## src/rtl/seven_seg_scan_driver.sv

```systemverilog
// seven_seg_scan_driver: iterative BCD/hex digit converter feeding a multiplexed 4-digit common-anode display
module seven_seg_scan_driver #(
    parameter int REFRESH_DIV = 100_000,
    parameter bit LZ_BLANK    = 1'b1
) (
    input  logic        clk,
    input  logic        reset,
    input  logic [15:0] value_in,
    input  logic [3:0]  dp_in,
    input  logic        decimal_en,
    output logic [3:0]  an,
    output logic [6:0]  seg,
    output logic        dp,
    output logic        conv_busy,
    output logic        update_tick
);
    localparam int RW = $clog2(REFRESH_DIV);
    localparam logic [4:0] DASH = 5'd16, BLANK = 5'd17;
    typedef enum logic [1:0] {IDLE, SHIFT, COMMIT} state_t;
    state_t state_q, state_d;
    logic [3:0] cnt_q, cnt_d;
    logic [15:0] bin_q, bin_d, val_q, val_d;
    logic [19:0] bcd_q, bcd_d, adj;
    logic [3:0] dpi_q, dpi_d, dpr_q, dpr_d, new_dp;
    logic dec_q, dec_d, lz, wrap;
    logic [3:0][4:0] dig_q, dig_d, new_dig;
    logic [RW-1:0] ref_q, ref_d;
    logic [1:0] idx_q, idx_d;
    logic [3:0] an_q, an_d;
    logic [6:0] seg_q, seg_d;
    logic dp_q, dp_d;
    function automatic logic [6:0] glyph(input logic [4:0] c);
        case (c)
            5'd0:  glyph = 7'b1000000;
            5'd1:  glyph = 7'b1111001;
            5'd2:  glyph = 7'b0100100;
            5'd3:  glyph = 7'b0110000;
            5'd4:  glyph = 7'b0011001;
            5'd5:  glyph = 7'b0010010;
            5'd6:  glyph = 7'b0000010;
            5'd7:  glyph = 7'b1111000;
            5'd8:  glyph = 7'b0000000;
            5'd9:  glyph = 7'b0010000;
            5'd10: glyph = 7'b0001000;
            5'd11: glyph = 7'b0000011;
            5'd12: glyph = 7'b1000110;
            5'd13: glyph = 7'b0100001;
            5'd14: glyph = 7'b0000110;
            5'd15: glyph = 7'b0001110;
            5'd16: glyph = 7'b0111111;
            default: glyph = 7'b1111111;
        endcase
    endfunction
    // Digit codes: 0-15 nibble glyphs, DASH for overflow, BLANK for suppressed leading zeros
    always_comb begin
        for (int i = 0; i < 5; i++)
            adj[4*i +: 4] = bcd_q[4*i +: 4] >= 4'd5 ? bcd_q[4*i +: 4] + 4'd3 : bcd_q[4*i +: 4];
        lz = 1'b1;
        new_dp = (dec_q && bcd_q[19:16] != 4'd0) ? 4'b0000 : dpi_q;
        for (int k = 3; k >= 0; k--) begin
            lz = lz && bcd_q[4*k +: 4] == 4'd0 && !dpi_q[k];
            new_dig[k] = !dec_q ? {1'b0, val_q[4*k +: 4]} :
                         bcd_q[19:16] != 4'd0 ? DASH :
                         (LZ_BLANK && lz && k != 0) ? BLANK : {1'b0, bcd_q[4*k +: 4]};
        end
    end
    always_comb begin
        state_d = state_q;
        cnt_d = cnt_q;
        bin_d = bin_q;
        bcd_d = bcd_q;
        val_d = val_q;
        dpi_d = dpi_q;
        dec_d = dec_q;
        dig_d = dig_q;
        dpr_d = dpr_q;
        case (state_q)
            IDLE: begin
                bin_d = value_in;
                val_d = value_in;
                dpi_d = dp_in;
                dec_d = decimal_en;
                bcd_d = '0;
                cnt_d = '0;
                state_d = SHIFT;
            end
            SHIFT: begin
                {bcd_d, bin_d} = {adj, bin_q} << 1;
                cnt_d = cnt_q + 4'd1;
                state_d = cnt_q == 4'd15 ? COMMIT : SHIFT;
            end
            default: begin
                dig_d = new_dig;
                dpr_d = new_dp;
                state_d = IDLE;
            end
        endcase
        wrap = ref_q == RW'(REFRESH_DIV - 1);
        ref_d = wrap ? '0 : ref_q + 1'b1;
        idx_d = wrap ? idx_q + 2'd1 : idx_q;
        an_d = ~(4'b0001 << idx_q);
        seg_d = glyph(dig_q[idx_q]);
        dp_d = ~dpr_q[idx_q];
    end
    always_ff @(posedge clk) begin
        if (reset) begin
            state_q <= IDLE;
            cnt_q <= '0;
            bin_q <= '0;
            bcd_q <= '0;
            val_q <= '0;
            dpi_q <= '0;
            dec_q <= 1'b0;
            dig_q <= {4{BLANK}};
            dpr_q <= '0;
            ref_q <= '0;
            idx_q <= '0;
            an_q <= 4'hF;
            seg_q <= 7'h7F;
            dp_q <= 1'b1;
        end else begin
            state_q <= state_d;
            cnt_q <= cnt_d;
            bin_q <= bin_d;
            bcd_q <= bcd_d;
            val_q <= val_d;
            dpi_q <= dpi_d;
            dec_q <= dec_d;
            dig_q <= dig_d;
            dpr_q <= dpr_d;
            ref_q <= ref_d;
            idx_q <= idx_d;
            an_q <= an_d;
            seg_q <= seg_d;
            dp_q <= dp_d;
        end
    end
    assign an = an_q;
    assign seg = seg_q;
    assign dp = dp_q;
    assign conv_busy = state_q != IDLE;
    assign update_tick = state_q == COMMIT;
endmodule

```

## config.mk

```make
export PLATFORM = sky130hd
export DESIGN_NAME = seven_seg_scan_driver
export DESIGN_NICKNAME = d
export VERILOG_FILES = /design/src/rtl/seven_seg_scan_driver.sv
export SDC_FILE = /design/constraint.sdc
export NUM_CORES = 1
export LEC_CHECK = 0
export BUFFER_PORTS_ARGS = -buffer_cell sky130_fd_sc_hd__buf_4
export CORE_MARGIN = 1
export CORE_UTILIZATION = 49
export CTS_BUF_LIST = sky130_fd_sc_hd__clkbuf_16
export CTS_CLUSTER_DIAMETER = 40
export DETAILED_ROUTE_END_ITERATION = 6
export PLACE_DENSITY = 0.78
export SETUP_SLACK_MARGIN = 0.3
export SLEW_MARGIN = 20
export SYNTH_ARGS = -nofsm -noshare
export SYNTH_HDL_FRONTEND = slang
export SYNTH_SLANG_ARGS = --single-unit
```

## constraint.sdc

```tcl
create_clock -name clk -period 2.53 [get_ports clk]
set_input_delay 0.506 -clock clk [delete_from_list [all_inputs] [get_ports clk]]
set_output_delay 0.506 -clock clk [all_outputs]
set_load 0.01 [all_outputs]
```

==> results.cfg, run 1 <==
[timing]
fmax_ghz = 0.4917
setup-tns-final_ps = 0
hold_viol = 0
fin_crit_sh = 0.8039
worst_slew_pin_slew_ps = 777.9
fin_skew_ps = 7.580
finalSetupViolCount = 0
slew_violations = 0
rsz0062_at_grt = false
maxSlewHeadroom = 0.4790
finalCriticalPeriod_ps = 2034

[floorplanning]
io_pins = 37
dieArea_mm2 = 0.01140
initial_core_util = 0.5139
core_mm2 = 0.01046
rows = 37
die_w_um = 106.8
die_y_um = 106.8

[grt]
grt_usage = 0.2232
antenna_found_initial = 0
grt_max_degree = 55
grt_pass1_vias = 4272
grt_pass1_wl_um = 19980
grt.overflow.total = 0

[drt]
ant_nets = 0
wl_met2_um = 5611
first_iter_violations = 319
drc = 0
dr.pass1.iters = 5
num_vias = 4413
wl_per_cell_um = 14.50
via_per_inst = 5.544
drt-met1-wl_um = 5084
routed.top_layer = met4
postRouteWirelength_um = 11540
dr_wl_met3_um = 584

[yosys]
ys_seq_area_frac = 0.4394
synth_warnings = 0
ys.flop_type = dfxtp_1
synthArstFlopShare = 0
synth.cell_area_mm2 = 0.005376
synth_nets = 671
synth_cells = 624
synth.avg_cell_area_um2 = 8.616
ys_types = 49
synth_edf_count = 0
ys_ff_latch = 118

[worst_hold_path]
min_from = dp_in[0]
worstHoldEndpoint = dpi_q[0]
min_path_cells = 3
hold_path_class = input port to flip-flop

[power_and_ir_drop]
powerDensity_mw_per_mm2 = 715.3
p_comb_frac = 0.045
leakagePower_uw = 0.002529
power_frac_seq = 0.429
p_int_uw = 3514
peakVddDrop_uv = 491.3
switching_share = 0.2194
p_switching_uw = 987.6
pwr-share-clk = 0.527

[placed_design]
port_buffers = 36
routabilityCongestion = 0.8184
dp_hpwl_um = 7751
dp_cells = 764
placed_area_mm2 = 0.005703

[cells_and_area]
stdcell_count = 796
post-route-util = 0.6015
areaGrowthSynthToFinish_pct = 17.06
diodes = 0
nets = 694
final_cell_mix = dfxtp_1 (116), nor2_1 (92), nand2_1 (72)
final_common_cell = dfxtp_1
drive_gt1_frac = 0.1348
fin_area_mm2 = 0.006294

[run_status]
status = complete, no violations

[worst_setup_path]
critPathCaptureType = flip-flop
cpPeakStageDelay_ps = 500
rr_startpoint = bcd_q[12]
crit_arrival_ps = 2300
ff2ff_setup_slack_ps = 500
worst_r2r_path_depth = 7
crit_chain = inv_1 > ha_1 > or4b_4 > nor4_4 > nand2_2 > a32oi_1 > a211oi_1
rr_endpoint = dig_q[6]
crit_slowest_cell = or4b_4
path_class = flip-flop to flip-flop
worst_ep_required_time_ps = 2790
cp_max_fo = 6
startpoint_type = flip-flop

[clock_tree]
cts_inserted_buffers = 17
post-cts-setup-buffers = 0
clock-sinks = 118
clkTransAtPathRegs_ps = 60
clk_latency_ps = 410
cts_tree = yes
cts-root-buf = clkbuf_16
clockBufferDepth = 2
cts_max_level = 4

[job]
maxCapViolCount = 0
## per-stage QoR
stage	hold WS, ps	setup slack, ps	power, µW
final	340.1	496.1	4502
after global routing	338.1	311.6	4670
after CTS	329.9	416.3	4537
after detailed placement	446.3	428.5	2169
after global placement	429.6	513.6	2161
after floorplan	417.5	677.1	2096
## layer usage
| layer | GRT usage | up-vias |
|---|---|---|
| li1 | - | 2199 |
| met2 | 0.3742 | 116 |
| met1 | 0.2637 | 2079 |
| met4 | 0.08904 | 0 |
| met3 | 0.07173 | 19 |
| met5 | 0 | - |
## repair_timing
action                     in CTS  in global routing
hold buffers                    0                  0
gates resized for setup         0                  1
setup endpoints to repair       0                  1
## final cells by class
| class | count | area (µm²) |
|---|---|---|
| clock buffer | 17 | 425.4 |
| clock inverter | 15 | 163.9 |
| fill | 909 | 4169 |
| inverter | 25 | 93.84 |
| multi-input combinational | 442 | 2753 |
| sequential | 118 | 2365 |
| tap | 136 | 170.2 |
| timing repair buffer | 43 | 322.8 |
## cells by family (layout without fill, tap and decap cells)
group,count (synthesis),after routing,share of synthesized area
XOR/XNOR,22,22,0.03584
flip-flops,118,118,0.4394
AO/OA/AOI/OAI,123,123,0.1392
adder cells (fa/ha/maj),24,24,0.05585
AND/OR/NAND/NOR,239,239,0.2027
multiplexers,34,34,0.07796
buffers and inverters,64,100,0.04910
## worst max-delay path, delay by kind of cell (launching register included)
kind,cells,cell delay (ps)
simple gates,3,920
fa+ha+maj,1,150
flops,1,360
compound gates,2,330
buf+inv,1,130
## worst max-delay path by stage
stage	cells after the start	slack (ps)	from	end
after floorplan	8	680	idx_q[0]	seg[3]
after global placement	7	510	idx_q[0]	seg[3]
after detailed placement	7	430	idx_q[0]	seg[3]
after CTS	7	420	idx_q[0]	seg[3]
after global routing	6	310	ref_q[0]	ref_q[16]
final	7	500	bcd_q[12]	dig_q[6]
## cell usage after synthesis (13+ instances only)
master,count,area (µm²)
nor2_1,92,345.3
nand2_1,72,270.3
nand3_1,14,70.07
ha_1,24,300.3
a21oi_1,61,305.3
inv_1,24,90.09
nor3_1,16,80.08
dfxtp_1,118,2362
mux2i_1,25,250.2
clkbuf_1,27,101.4
xor2_1,13,113.9
o21ai_0,19,95.09
## power by group through the flow
stage | Sequential [µW] | Combinational, µW | Clock, µW
after detailed placement | 1970 | 201 | 0
final | 1930 | 201 | 2370
after CTS | 1930 | 202 | 2410
after global placement | 1970 | 194 | 0
after global routing | 1930 | 226 | 2510
after floorplan | 1960 | 136 | 0
## sequential cells by signal, indices dropped and copies added, names as in the netlist
register,cells
dpr_q,4
dpi_q,4
dp,1
bin_q,16
state_q,2
ref_q,17
dig_q,20
an,4
seg,7
val_q,16
dec_q,1
cnt_q,4
idx_q,2
bcd_q,20
No activity file was read; power rests on OpenSTA's default activity.
==> run 2: changes to the inputs <==
- clock period: 2.53 -> 2 ns (I/O delays scaled with it)
==> results.cfg, run 2 (synthesis results as in run 1) <==
[worst_setup_path]
rr_endpoint = seg[3]
crit_chain = mux4_2 > inv_4 > ha_4 > inv_4 > mux2i_2 > mux2_4 > nand2_2
crit_arrival_ps = 2220
crit_cells = 7
ff2ff_setup_slack_ps = 130
path_class = flip-flop to flip-flop
cp-startpoint = idx_q[0]
cpPeakStageDelay_ps = 620
worst_r2r_path_depth = 7
critPathCaptureType = flip-flop
rr_startpoint = idx_q[0]
path_common_cell = inv_4
cp_max_fo = 6
path_buf_inv = 2
cp_top_family = multiplexers
startpoint_type = flip-flop
worst_ep_required_time_ps = 2350
crit_slowest_cell = mux4_2
crit_end = seg[3]

[clock_tree]
cts_max_level = 4
clock-sinks = 118
cts_tree = yes
clockBufferDepth = 2
cts_inserted_buffers = 17
clkTransAtPathRegs_ps = 50
clk_latency_ps = 410
cts-root-buf = clkbuf_16

[drt]
first_iter_violations = 455
via_per_inst = 5.660
num_vias = 4675
ant_nets = 0
drc = 0
postRouteWirelength_um = 13150
wl_per_cell_um = 15.92
dr.pass1.iters = 5

[power_and_ir_drop]
fin_total_pwr_uw = 5225
leakagePower_uw = 0.002713
powerDensity_mw_per_mm2 = 779.7
peakVddDrop_uv = 877.9

[floorplanning]
rows = 37
die_w_um = 106.8
io_pins = 37
dieArea_mm2 = 0.01140
initial_core_util = 0.5139
core_mm2 = 0.01046
die_y_um = 106.8

[cells_and_area]
areaGrowthSynthToFinish_pct = 24.65
post-route-util = 0.6405
final_cell_mix = dfxtp_1 (113), nor2_1 (89), nand2_1 (71)
top_regs = bcd_q: 20 flops, dig_q: 20 flops, ref_q: 17 flops
final_common_cell = dfxtp_1
register_area_mm2 = 0.002379
multi_input_area_mm2 = 0.002958
drive_gt1_frac = 0.2246
nets = 726
nFillCells = 857
diodes = 0

[timing]
finalSetupViolCount = 0
rsz0062_at_grt = true
setup-tns-final_ps = 0
hold_viol = 0
finalCriticalPeriod_ps = 1870
worst_slew_pin_slew_ps = 752.2
fmax_ghz = 0.5346
hold_ws_ps = 243.6
slew_violations = 0
fin_crit_sh = 0.9352
fin_skew_ps = 9.759
maxSlewHeadroom = 0.4963

[grt]
grt_usage = 0.2347
grt_max_degree = 37
grt_pass1_vias = 4425
antenna_found_initial = 0
grt.overflow.total = 0
grt_pass1_wl_um = 21090

[run_status]
status = complete, no violations

[placed_design]
dp_hpwl_um = 8160
routabilityCongestion = 0.8563
port_buffers = 36

[worst_hold_path]
hold_path_class = input port to flip-flop

[job]
maxCapViolCount = 0
==> run 2: final cells by class <==
class	count	area share
Inverter	25	0.01680
Tap cell	136	0.02539
Multi-Input combinational cell	443	0.4414
Sequential cell	118	0.3549
Clock inverter	13	0.008028
Timing Repair Buffer	74	0.08999
Clock buffer	17	0.06348
==> run 2: report_power, final <==
part | leakage, µW | internal, µW | switching [µW]
registers | 0.000964 | 2400 | 39.9
logic | 0.00149 | 126 | 163
clock network | 0.000254 | 1510 | 985
total | 0.00271 | 4040 | 1190
==> run 2: layer usage <==
layer | track usage | wire length (µm)
met1 | 0.2846 | 5579
met2 | 0.3954 | 6564
met3 | 0.06505 | 632
met4 | 0.08806 | 376
met5 | 0 | 0
==> run 2: how the worst min path moves through the flow <==
stage | start | to | cells past startpoint
detailed placement | ref_q[0] | ref_q[0] | 1
CTS | dp_in[2] | dpi_q[2] | 3
finish | dp_in[2] | dpi_q[2] | 3
global route | value_in[12] | val_q[12] | 3
floorplan | ref_q[0] | ref_q[0] | 1
global placement | ref_q[0] | ref_q[0] | 1
==> run 2: timing repair <==
item / 4_1_cts / 5_1_grt
endpoints found under the setup margin: 17 / 40
hold buffers: 0 / 0
gates resized for setup: 26 / 43
cloned: 1 / 0
pin swaps: 7 / 6
setup buffers: 15 / 8
==> run 2: per-stage QoR <==
step                std cells  cell area [µm²]  setup WS [ps]
floorplan                 624             5385          206.8
global placement          772             5763          144.8
detailed placement        772             5766          103.3
CTS                       818             6486          212.0
global route              826             6701          83.00
finish                    826             6701          129.5
==> run 2: worst reg2reg max path, stage by stage (launching register included) <==
cell and delay, ps:
dfxtp_4 380, mux4_2 620, inv_4 120, ha_4 210, inv_4 70, mux2i_2 70, mux2_4 280, nand2_2 70
==> run 3: changes to the inputs <==
--- a/constraint.sdc
+++ b/constraint.sdc
@@ -3,2 +3,2 @@
 set_output_delay 0.4 -clock clk [all_outputs]
-set_load 0.01 [all_outputs]
+set_load 0.005 [all_outputs]
==> results.cfg, run 3 (synthesis results as in run 1) <==
[run_status]
status = complete, no violations

[worst_setup_path]
path_class = flip-flop to flip-flop
startpoint_type = flip-flop
critPathCaptureType = flip-flop
worst_ep_required_time_ps = 2350
crit_arrival_ps = 2220
cp_max_fo = 6

[timing]
worst_slew_pin_slew_ps = 744.3
rsz0062_at_grt = true
setup-tns-final_ps = 0
fmax_ghz = 0.5349
hold_viol = 0
slew_violations = 0
finalCriticalPeriod_ps = 1869
fin_skew_ps = 9.099
maxSlewHeadroom = 0.5016
setup_slack_ps = 130.6
fin_crit_sh = 0.9347
finalSetupViolCount = 0

[cells_and_area]
multi_input_area_mm2 = 0.002958
stdcell_count = 826
diodes = 0
final_common_cell = dfxtp_1
top_regs = bcd_q: 20 flops, dig_q: 20 flops, ref_q: 17 flops
nFillCells = 857
register_area_mm2 = 0.002379
final_cell_mix = dfxtp_1 (113), nor2_1 (89), nand2_1 (71)
drive_gt1_frac = 0.2246
nets = 726
areaGrowthSynthToFinish_pct = 24.65
fin_area_mm2 = 0.006701
post-route-util = 0.6405

[floorplanning]
initial_core_util = 0.5139
die_y_um = 106.8
die_w_um = 106.8
io_pins = 37
core_mm2 = 0.01046
rows = 37
dieArea_mm2 = 0.01140

[clock_tree]
cts_tree = yes
clkTransAtPathRegs_ps = 50
cts-root-buf = clkbuf_16
cts_max_level = 4
clock-sinks = 118
clockBufferDepth = 2
clk_latency_ps = 410
cts_inserted_buffers = 17
postCtsHoldBufs = 0

[drt]
num_vias = 4689
drc = 0
dr.pass1.iters = 5
first_iter_violations = 429
postRouteWirelength_um = 13200
wl_per_cell_um = 15.98
ant_nets = 0
via_per_inst = 5.677

[power_and_ir_drop]
p_switching_uw = 1189
power_frac_seq = 0.467
pwr-share-clk = 0.477
peakVddDrop_uv = 875.7
leakagePower_uw = 0.002713
powerDensity_mw_per_mm2 = 779.9
p_int_uw = 4038
switching_share = 0.2275
p_comb_frac = 0.055

[grt]
antenna_found_initial = 0
grt_pass1_wl_um = 21090
grt_max_degree = 37
grt_pass1_vias = 4425
grt_usage = 0.2347
grt.overflow.total = 0

[placed_design]
routabilityCongestion = 0.8563
pre_cts_slack_ps = 103.3
placed_area_mm2 = 0.005766
dp_cells = 772
port_buffers = 36
dp_hpwl_um = 8160

[worst_hold_path]
hold_path_class = input port to flip-flop

[job]
maxCapViolCount = 0
## run 3: cell counts in the layout (fill, tap and decap cells not counted)
Identical to the previous run, type by type.
## run 3: power groups by stage
stage / Sequential [µW] / Clock (µW) / Combinational (µW)
3_3_place_gp: 2490 / 0 / 253
4_1_cts: 2440 / 2520 / 274
2_1_floorplan: 2480 / 0 / 171
6_report: 2440 / 2500 / 289
3_5_place_dp: 2490 / 0 / 261
5_1_grt: 2440 / 2640 / 320
## run 3: cell type report
| cell class | instances | share of cell area |
|---|---|---|
| multi-input cells | 443 | 0.4414 |
| flip-flops and latches | 118 | 0.3549 |
| repair buffers | 74 | 0.08999 |
| clock buffers | 17 | 0.06348 |
| well taps | 136 | 0.02539 |
| inverters | 25 | 0.01680 |
| clock inverters | 13 | 0.008028 |
## run 3: through the flow
stage | total power [µW] | hold slack, ps
4_1_cts | 5235 | 235.2
3_3_place_gp | 2742 | 432.9
6_report | 5226 | 243.1
5_1_grt | 5404 | 248.7
2_1_floorplan | 2650 | 417.5
3_5_place_dp | 2752 | 441.4
## run 3: worst paths after layout
| path | startpoint | end | slack [ps] | depth (start not counted) |
|---|---|---|---|---|
| worst max-delay path | idx_q[0] | seg[3] | 130 | 7 |
| worst min register to register | ref_q[0] | ref_q[0] | 450 | 1 |
| worst max register to register | idx_q[0] | seg[3] | 130 | 7 |
| worst min-delay path | dp_in[2] | dpi_q[2] | 240 | 3 |
## run 3: critical path, stage by stage (launching register included)
cell and delay (ps):
dfxtp_4 380, mux4_2 620, inv_4 120, ha_4 210
inv_4 70, mux2i_2 70, mux2_4 280, nand2_2 70
## run 3: metal layers
| metal | vias to the layer above | GRT usage | share of wire |
|---|---|---|---|
| li1 | 2257 | - | - |
| met1 | 2237 | 0.2846 | 0.43 |
| met2 | 162 | 0.3954 | 0.49 |
| met3 | 33 | 0.06505 | 0.052 |
| met4 | 0 | 0.08806 | 0.028 |
| met5 | - | 0 | 0 |
## run 3: repair_timing
action                                  4_1_cts  5_1_grt
gates resized for setup                      26       43
buffers inserted                             15        8
endpoints found under the setup margin       17       40
endpoints found under the hold margin         0        0
cloned                                        1        0
pin swaps                                     7        6
